## config.mk

```make
export PLATFORM = sky130hd
export DESIGN_NAME = cam_cfg_sequencer_flat
export DESIGN_NICKNAME = d
export VERILOG_FILES = /design/src/rtl/cam_cfg_sequencer_if.sv /design/src/rtl/cam_cfg_sequencer.sv /design/src/flat_wrapper.sv
export SDC_FILE = /design/constraint.sdc
export NUM_CORES = 1
export LEC_CHECK = 0
export CORE_ASPECT_RATIO = 1.1
export CORE_MARGIN = 3
export CORE_UTILIZATION = 50
export DETAILED_ROUTE_END_ITERATION = 12
export GPL_ROUTABILITY_DRIVEN = 0
export MAX_ROUTING_LAYER = met4
export PLACE_DENSITY = 0.7
export SYNTH_ARGS = -nofsm -noshare
export SYNTH_HDL_FRONTEND = slang
export SYNTH_SLANG_ARGS = --single-unit
```

## constraint.sdc

```tcl
create_clock -name clk_i -period 6.2 [get_ports clk_i]
set_input_delay 0.93 -clock clk_i [delete_from_list [all_inputs] [get_ports clk_i]]
set_output_delay 0.93 -clock clk_i [all_outputs]
set_load 0.02 [all_outputs]
```

## src/rtl/cam_cfg_sequencer_if.sv

```systemverilog
// SCCB write request/acknowledge channel between the camera config sequencer and the SCCB master.
interface cam_cfg_sequencer_if;
  logic       req;
  logic [7:0] addr;
  logic [7:0] data;
  logic       ack;
  logic       err;

  modport master (output req, addr, data, input ack, err);
  modport slave  (input req, addr, data, output ack, err);
endinterface

```

## src/rtl/cam_cfg_sequencer.sv

```systemverilog
// Camera bring-up: walks a {addr,data} ROM issuing SCCB writes (with ms delays and NACK retries),
// then drops SKIP_FRAMES frames before enabling pixel capture.
module cam_cfg_sequencer #(
  parameter int unsigned CLK_HZ      = 100_000_000,
  parameter int unsigned TABLE_LEN   = 64,
  parameter int unsigned MAX_RETRY   = 3,
  parameter int unsigned SKIP_FRAMES = 2,
  parameter logic [63:0][15:0] ROM = '{
    0: 16'h1280, 1: 16'hFF0A, 2: 16'h1204, 3: 16'h1100, 4: 16'h0C00, 5: 16'h3E00,
    6: 16'h8C00, 7: 16'h0400, 8: 16'h40D0, 9: 16'h3A04, 10: 16'h1418, 11: 16'h4F40,
    12: 16'h5034, 13: 16'h510C, 14: 16'h5217, 15: 16'h5329, 16: 16'h5440, 17: 16'h581E,
    18: 16'h3DC0, 19: 16'hFF01, 20: 16'h1711, 21: 16'h1861, 22: 16'h3292, 23: 16'h1903,
    24: 16'h1A7B, 25: 16'h0300, default: 16'hFFFF}
) (
  input  logic                clk_i,
  input  logic                rst_i,
  input  logic                start_cam_i,
  input  logic                vsync_i,
  cam_cfg_sequencer_if.master sccb,
  output logic                busy_o,
  output logic                capture_en_o,
  output logic                error_o,
  output logic [5:0]          idx_o
);
  localparam int unsigned DIV = (CLK_HZ / 1000 > 0) ? CLK_HZ / 1000 : 1;
  localparam int unsigned TW  = (DIV > 1) ? $clog2(DIV) : 1;
  localparam int unsigned RW  = (MAX_RETRY > 0) ? $clog2(MAX_RETRY + 1) : 1;
  localparam int unsigned SW  = (SKIP_FRAMES > 0) ? $clog2(SKIP_FRAMES + 1) : 1;
  localparam logic [5:0]  LAST       = 6'(TABLE_LEN - 1);
  localparam logic [15:0] END_MARK   = 16'hFFFF;
  localparam logic [7:0]  DELAY_ADDR = 8'hFF;

  typedef enum logic [2:0] {
    S_IDLE, S_FETCH, S_ISSUE, S_WAIT, S_DELAY, S_SKIP, S_DONE, S_ERROR
  } state_t;

  localparam state_t END_STATE = (SKIP_FRAMES == 0) ? S_DONE : S_SKIP;

  state_t          state, state_d;
  logic [5:0]      idx, idx_d;
  logic [RW-1:0]   retry, retry_d;
  logic [15:0]     entry, entry_d;
  logic [TW-1:0]   tick_cnt, tick_d;
  logic [7:0]      ms_cnt, ms_d;
  logic [SW-1:0]   skip_cnt, skip_d;
  logic            start_q, start_edge;
  logic            vs_meta, vs_sync, vs_q;
  logic            vs_rise, tick, req;
  logic [15:0]     rom_word;
  state_t          adv_state;
  logic [5:0]      adv_idx;

  assign rom_word = ROM[idx];
  assign vs_rise  = vs_sync & ~vs_q;
  assign tick     = (tick_cnt == TW'(DIV - 1));

  // Moving past the last table slot ends the walk instead of wrapping idx.
  assign adv_state = (idx == LAST) ? END_STATE : S_FETCH;
  assign adv_idx   = (idx == LAST) ? idx : idx + 6'd1;

  always_comb begin
    state_d = state;
    idx_d   = idx;
    retry_d = retry;
    entry_d = entry;
    tick_d  = '0;
    ms_d    = ms_cnt;
    skip_d  = skip_cnt;
    unique case (state)
      S_IDLE, S_DONE, S_ERROR: begin
        if (start_edge) begin
          state_d = S_FETCH;
          idx_d   = '0;
          retry_d = '0;
        end
      end
      S_FETCH: begin
        entry_d = rom_word;
        ms_d    = '0;
        skip_d  = '0;
        if (rom_word == END_MARK)              state_d = END_STATE;
        else if (rom_word[15:8] != DELAY_ADDR) state_d = S_ISSUE;
        else if (rom_word[7:0] != 8'd0)        state_d = S_DELAY;
        else begin
          state_d = adv_state;
          idx_d   = adv_idx;
        end
      end
      S_ISSUE, S_WAIT: begin
        state_d = S_WAIT;
        if (sccb.ack) begin
          if (!sccb.err) begin
            retry_d = '0;
            state_d = adv_state;
            idx_d   = adv_idx;
          end else if (retry < RW'(MAX_RETRY)) begin
            // Re-fetching the same entry gives the mandatory idle cycle before re-issue.
            retry_d = retry + RW'(1);
            state_d = S_FETCH;
          end else begin
            state_d = S_ERROR;
          end
        end
      end
      S_DELAY: begin
        tick_d = tick ? '0 : tick_cnt + TW'(1);
        if (tick) begin
          if (ms_cnt == entry[7:0] - 8'd1) begin
            state_d = adv_state;
            idx_d   = adv_idx;
          end else begin
            ms_d = ms_cnt + 8'd1;
          end
        end
      end
      S_SKIP: begin
        if (vs_rise) begin
          if (skip_cnt == SW'(SKIP_FRAMES - 1)) state_d = S_DONE;
          else                                  skip_d  = skip_cnt + SW'(1);
        end
      end
      default: state_d = S_IDLE;
    endcase
  end

  always_ff @(posedge clk_i) begin
    if (rst_i) begin
      state      <= S_IDLE;
      idx        <= '0;
      retry      <= '0;
      entry      <= '0;
      tick_cnt   <= '0;
      ms_cnt     <= '0;
      skip_cnt   <= '0;
      start_q    <= 1'b0;
      start_edge <= 1'b0;
      vs_meta    <= 1'b0;
      vs_sync    <= 1'b0;
      vs_q       <= 1'b0;
    end else begin
      state      <= state_d;
      idx        <= idx_d;
      retry      <= retry_d;
      entry      <= entry_d;
      tick_cnt   <= tick_d;
      ms_cnt     <= ms_d;
      skip_cnt   <= skip_d;
      start_q    <= start_cam_i;
      start_edge <= start_cam_i & ~start_q;
      vs_meta    <= vsync_i;
      vs_sync    <= vs_meta;
      vs_q       <= vs_sync;
    end
  end

  // Outputs decode straight from state so reset drops req on the very next cycle.
  assign req          = (state == S_ISSUE) || (state == S_WAIT);
  assign sccb.req     = req;
  assign sccb.addr    = req ? entry[15:8] : 8'h00;
  assign sccb.data    = req ? entry[7:0]  : 8'h00;
  assign busy_o       = !((state == S_IDLE) || (state == S_DONE) || (state == S_ERROR));
  assign capture_en_o = (state == S_DONE);
  assign error_o      = (state == S_ERROR);
  assign idx_o        = idx;
endmodule

```

## src/flat_wrapper.sv

```systemverilog
// flat-port wrapper written by rule: the top's interface ports become plain ports
module cam_cfg_sequencer_flat 
#(
  parameter int unsigned CLK_HZ      = 100_000_000,
  parameter int unsigned TABLE_LEN   = 64,
  parameter int unsigned MAX_RETRY   = 3,
  parameter int unsigned SKIP_FRAMES = 2,
  parameter logic [63:0][15:0] ROM = '{
    0: 16'h1280, 1: 16'hFF0A, 2: 16'h1204, 3: 16'h1100, 4: 16'h0C00, 5: 16'h3E00,
    6: 16'h8C00, 7: 16'h0400, 8: 16'h40D0, 9: 16'h3A04, 10: 16'h1418, 11: 16'h4F40,
    12: 16'h5034, 13: 16'h510C, 14: 16'h5217, 15: 16'h5329, 16: 16'h5440, 17: 16'h581E,
    18: 16'h3DC0, 19: 16'hFF01, 20: 16'h1711, 21: 16'h1861, 22: 16'h3292, 23: 16'h1903,
    24: 16'h1A7B, 25: 16'h0300, default: 16'hFFFF}
)
  (clk_i, rst_i, start_cam_i, vsync_i, busy_o, capture_en_o, error_o, idx_o, sccb_req, sccb_addr, sccb_data, sccb_ack, sccb_err);
  cam_cfg_sequencer_if sccb_i ();
  input  logic clk_i;
  input  logic rst_i;
  input  logic start_cam_i;
  input  logic vsync_i;
  output logic busy_o;
  output logic capture_en_o;
  output logic error_o;
  output logic [5:0] idx_o;
  output wire logic [$bits(sccb_i.req)-1:0] sccb_req;
  output wire logic [$bits(sccb_i.addr)-1:0] sccb_addr;
  output wire logic [$bits(sccb_i.data)-1:0] sccb_data;
  input wire logic [$bits(sccb_i.ack)-1:0] sccb_ack;
  input wire logic [$bits(sccb_i.err)-1:0] sccb_err;
  assign sccb_req = sccb_i.req;
  assign sccb_addr = sccb_i.addr;
  assign sccb_data = sccb_i.data;
  assign sccb_i.ack = sccb_ack;
  assign sccb_i.err = sccb_err;
  cam_cfg_sequencer #(.CLK_HZ(CLK_HZ), .TABLE_LEN(TABLE_LEN), .MAX_RETRY(MAX_RETRY), .SKIP_FRAMES(SKIP_FRAMES), .ROM(ROM)) u_core (.clk_i(clk_i), .rst_i(rst_i), .start_cam_i(start_cam_i), .vsync_i(vsync_i), .sccb(sccb_i), .busy_o(busy_o), .capture_en_o(capture_en_o), .error_o(error_o), .idx_o(idx_o));
endmodule
```

==> flow_summary_export.csv <==
group,metric,value,unit
placed_design,place_inst,650,
critical_path,startpoint_type,"flip-flop",
detailed_routing,first_pass_iters,5,
detailed_routing,vias,3884,
die,die_h,103.5,um
sta,worst_slew_pin_slew,1.090,ns
die,io_pins,32,
sta,finalSetupViolCount,0,
global_routing,grt_pass1_wl,16.91,mm
clock_network,post-cts-setup-buffers,0,
clock_network,path_clk_slew,0.09,ns
layout,synthToLayoutAreaGrowth,11.51,%
synthesis,yosysTopAreaCell,"dfxtp_1",
synthesis,ys_ff_latch,75,
sta,drv_slew,0,
clock_network,cts_buffers,9,
die,die_area,9785,sq um
synthesis,synth_warnings,0,
global_routing,antenna_found_initial,0,
synthesis,seq_area_frac_synth,34.78,%
run_status,outcome,"finished, final reports clean",
power_and_ir_drop,powerDensity,290.3,nW/um^2
clock_network,root_buffer,"clkbuf_8",
layout,seqCellArea,1501,sq um
placed_design,placed_area,4631,sq um
critical_path,crit_fanout,21,
synthesis,synth-edff-count,0,
power_and_ir_drop,power,0.001398,W
synthesis,synth_top_area_share,34.78,%
critical_path,cp.required,6.47,ns
synthesis,syn_avg_cell_area,8.009,sq um
layout,multiInputGateArea,2633,sq um
clock_network,clock_sinks,75,
sta,fmax,223.8,MHz
clock_network,cts_tree,"built",
sta,fin_skew,0.009656,ns
layout,design_area,4813,sq um
critical_path,crit_arrival,4.74,ns
global_routing,grt_pass1_vias,3585,
global_routing,grt_max_degree,58,
sta,timing.final.crit_period,4.469,ns
detailed_routing,wl_per_cell,15.35,um
detailed_routing,wirelength,10.22,mm
die,initial_core_util,52.85,%
synthesis,synth_flop_cell,"dfxtp_1",
global_routing,overflow,0,
layout,diodes,0,
layout,drive_gt1_share,6.631,%
synthesis,async_flop_share,0,%
clock_network,clock_latency,0.36,ns
sta,timing.final.hold_violations,0,
synthesis,syn_nets,557,
placed_design,hpwlAfterDp,7.347,mm
global_routing,track_usage,22.42,%
layout,layoutNonFillerInstCount,666,
detailed_routing,vias_per_cell,5.832,
synthesis,synth_cell_types,71,
die,rows,34,
job,max_cap_viol_count,0,
synthesis,synth_cells,539,
placed_design,port_buffers,31,
critical_path,endpoint_kind,"flip-flop",
clock_network,cts_resized,0,
sta,finalCritPeriodShare,72.08,%
die,fp.dieW,94.59,um
layout,fill_cells,762,
clock_network,clockBufferDepth,2,
detailed_routing,antenna_left,0,
synthesis,synthTopCellsByArea,"dfxtp_1, nand2_1, nor2_1",
power_and_ir_drop,vdd_drop_max,139.7,uV
hold_path,hold_path_class,"reg2reg",
critical_path,worstSetupPathType,"reg2reg",
detailed_routing,first_iter_violations,304,
sta,finalSetupTns,0,ns
synthesis,syn_area,4317,sq um
die,coreArea,8168,sq um
clock_network,h-tree-depth,3,
detailed_routing,drcViolationCount,0,
sta,rsz0062_at_grt,"false",
sta,relSlewSlack,27.16,%
clock_network,postCtsHoldBufs,0,
power_and_ir_drop,p_leak,1.764,nW
layout,nets,571,
per-layer routing:
metal / vias up / global-route usage, % / routed length [um]
met5: - / - / 0
met4: 0 / 9.212 / 269
li1: 1936 / - / -
met2: 127 / 35.32 / 4800
met3: 30 / 4.197 / 592
met1: 1791 / 28.43 / 4558
power breakdown:
part	leakage, nW	switching (W)	total [W]	internal (W)
sequential	0.610	0.0000637	0.000587	0.000523
clock	0.0921	0.000202	0.000354	0.000151
combinational	1.06	0.000279	0.000457	0.000178
cell families (layout without fill, tap and decap cells):
kind of cell    after synthesis  in the layout  synth area share [%]
simple gates                251            251                 30.41
flops                        75             75                 34.78
mux                           9              9                 2.145
xor+xnor                     34             34                 6.899
compound gates              115            115                 18.06
fa+ha+maj                    12             12                 3.478
buf+inv                      43             62                 4.232
critical path: stages, from the launching register on:
cell and delay [ns]:
dfxtp_1 0.69, nand2b_1 0.73, o221ai_1 0.45, nor3_4 0.66, a21oi_1 0.23, nor2_1 0.48, ha_1 0.43, inv_1 0.12
a211oi_1 0.25, a31oi_1 0.10, o221ai_1 0.23
cells in the final DEF (no fill, tap or decap), drive strengths merged, types with 4 or more instances in the layout:
cell type / n
nor2: 58
dfxtp: 75
o31ai: 4
a31oi: 5
nor2b: 13
mux2i: 7
clkbuf: 9
o221ai: 6
ha: 12
nor3: 15
and3: 9
nand3b: 4
inv: 18
nand2b: 11
nand3: 15
a21oi: 39
clkdlybuf4s50: 30
o311ai: 4
a211oi: 6
o21ai: 15
nand4: 11
xnor2: 15
nor4: 7
or3: 6
and2: 20
o211ai: 5
nand2: 66
xor2: 19
a21o: 5
sequential cells by signal, summed over array words and instances (netlist names):
name               cells
u_core.idx_o           6
u_core.entry          16
u_core.ms_cnt          8
u_core.retry           2
u_core.tick_cnt       17
u_core.start_q         1
u_core.vs_q            1
u_core.vs_sync         1
u_core.skip_cnt        2
u_core.vs_meta         1
u_core.rom_word       16
u_core.state           3
u_core.start_edge      1
Yosys cell counts (3+ instances only):
cell	n
nor2_1	58
ha_1	12
nand3_1	15
o221ai_1	6
and4_1	3
a21oi_1	38
dfxtp_1	75
a22oi_1	3
or3_1	6
xor2_1	19
a211oi_1	6
inv_1	10
o31ai_1	4
nor3_1	13
nor4_1	5
nand2b_1	10
o211ai_1	5
a21o_1	5
o21ai_1	3
inv_2	5
and3_1	9
nand3b_1	4
o311ai_1	3
o21ai_0	12
and2_1	20
clkbuf_1	18
buf_2	5
a31oi_1	4
nand4_1	11
mux2i_1	7
nand2_1	66
xnor2_1	15
nor2b_1	13
layout make-up:
class / instances / share of cell area [%]
Sequential cell: 75 / 31.19
Multi-Input combinational cell: 421 / 54.69
Tap cell: 108 / 2.807
Clock inverter: 7 / 1.222
Timing Repair Buffer: 31 / 6.343
Inverter: 15 / 1.170
Clock buffer: 9 / 2.573
worst paths after layout:
path                   startpoint                  end  slack [ns]  cells past startpoint
hold / removal     u_core.start_q    u_core.start_edge        0.39                      1
setup reg to reg  u_core.state[2]  u_core.rom_word[10]        1.73                     10
hold reg to reg    u_core.start_q    u_core.start_edge        0.39                      1
setup / recovery  u_core.state[2]  u_core.rom_word[10]        1.73                     10
stage by stage:
step,utilization [%],hold slack (ns),worst slack [ns]
floorplan,-,0.3674,2.539
global placement,56.69,0.3804,1.832
detailed placement,56.69,0.3828,1.661
CTS,58.93,0.3947,1.815
global route,58.93,0.3974,1.316
finish,58.93,0.3912,1.731
Note: power is estimated with default switching activity, not from simulation.
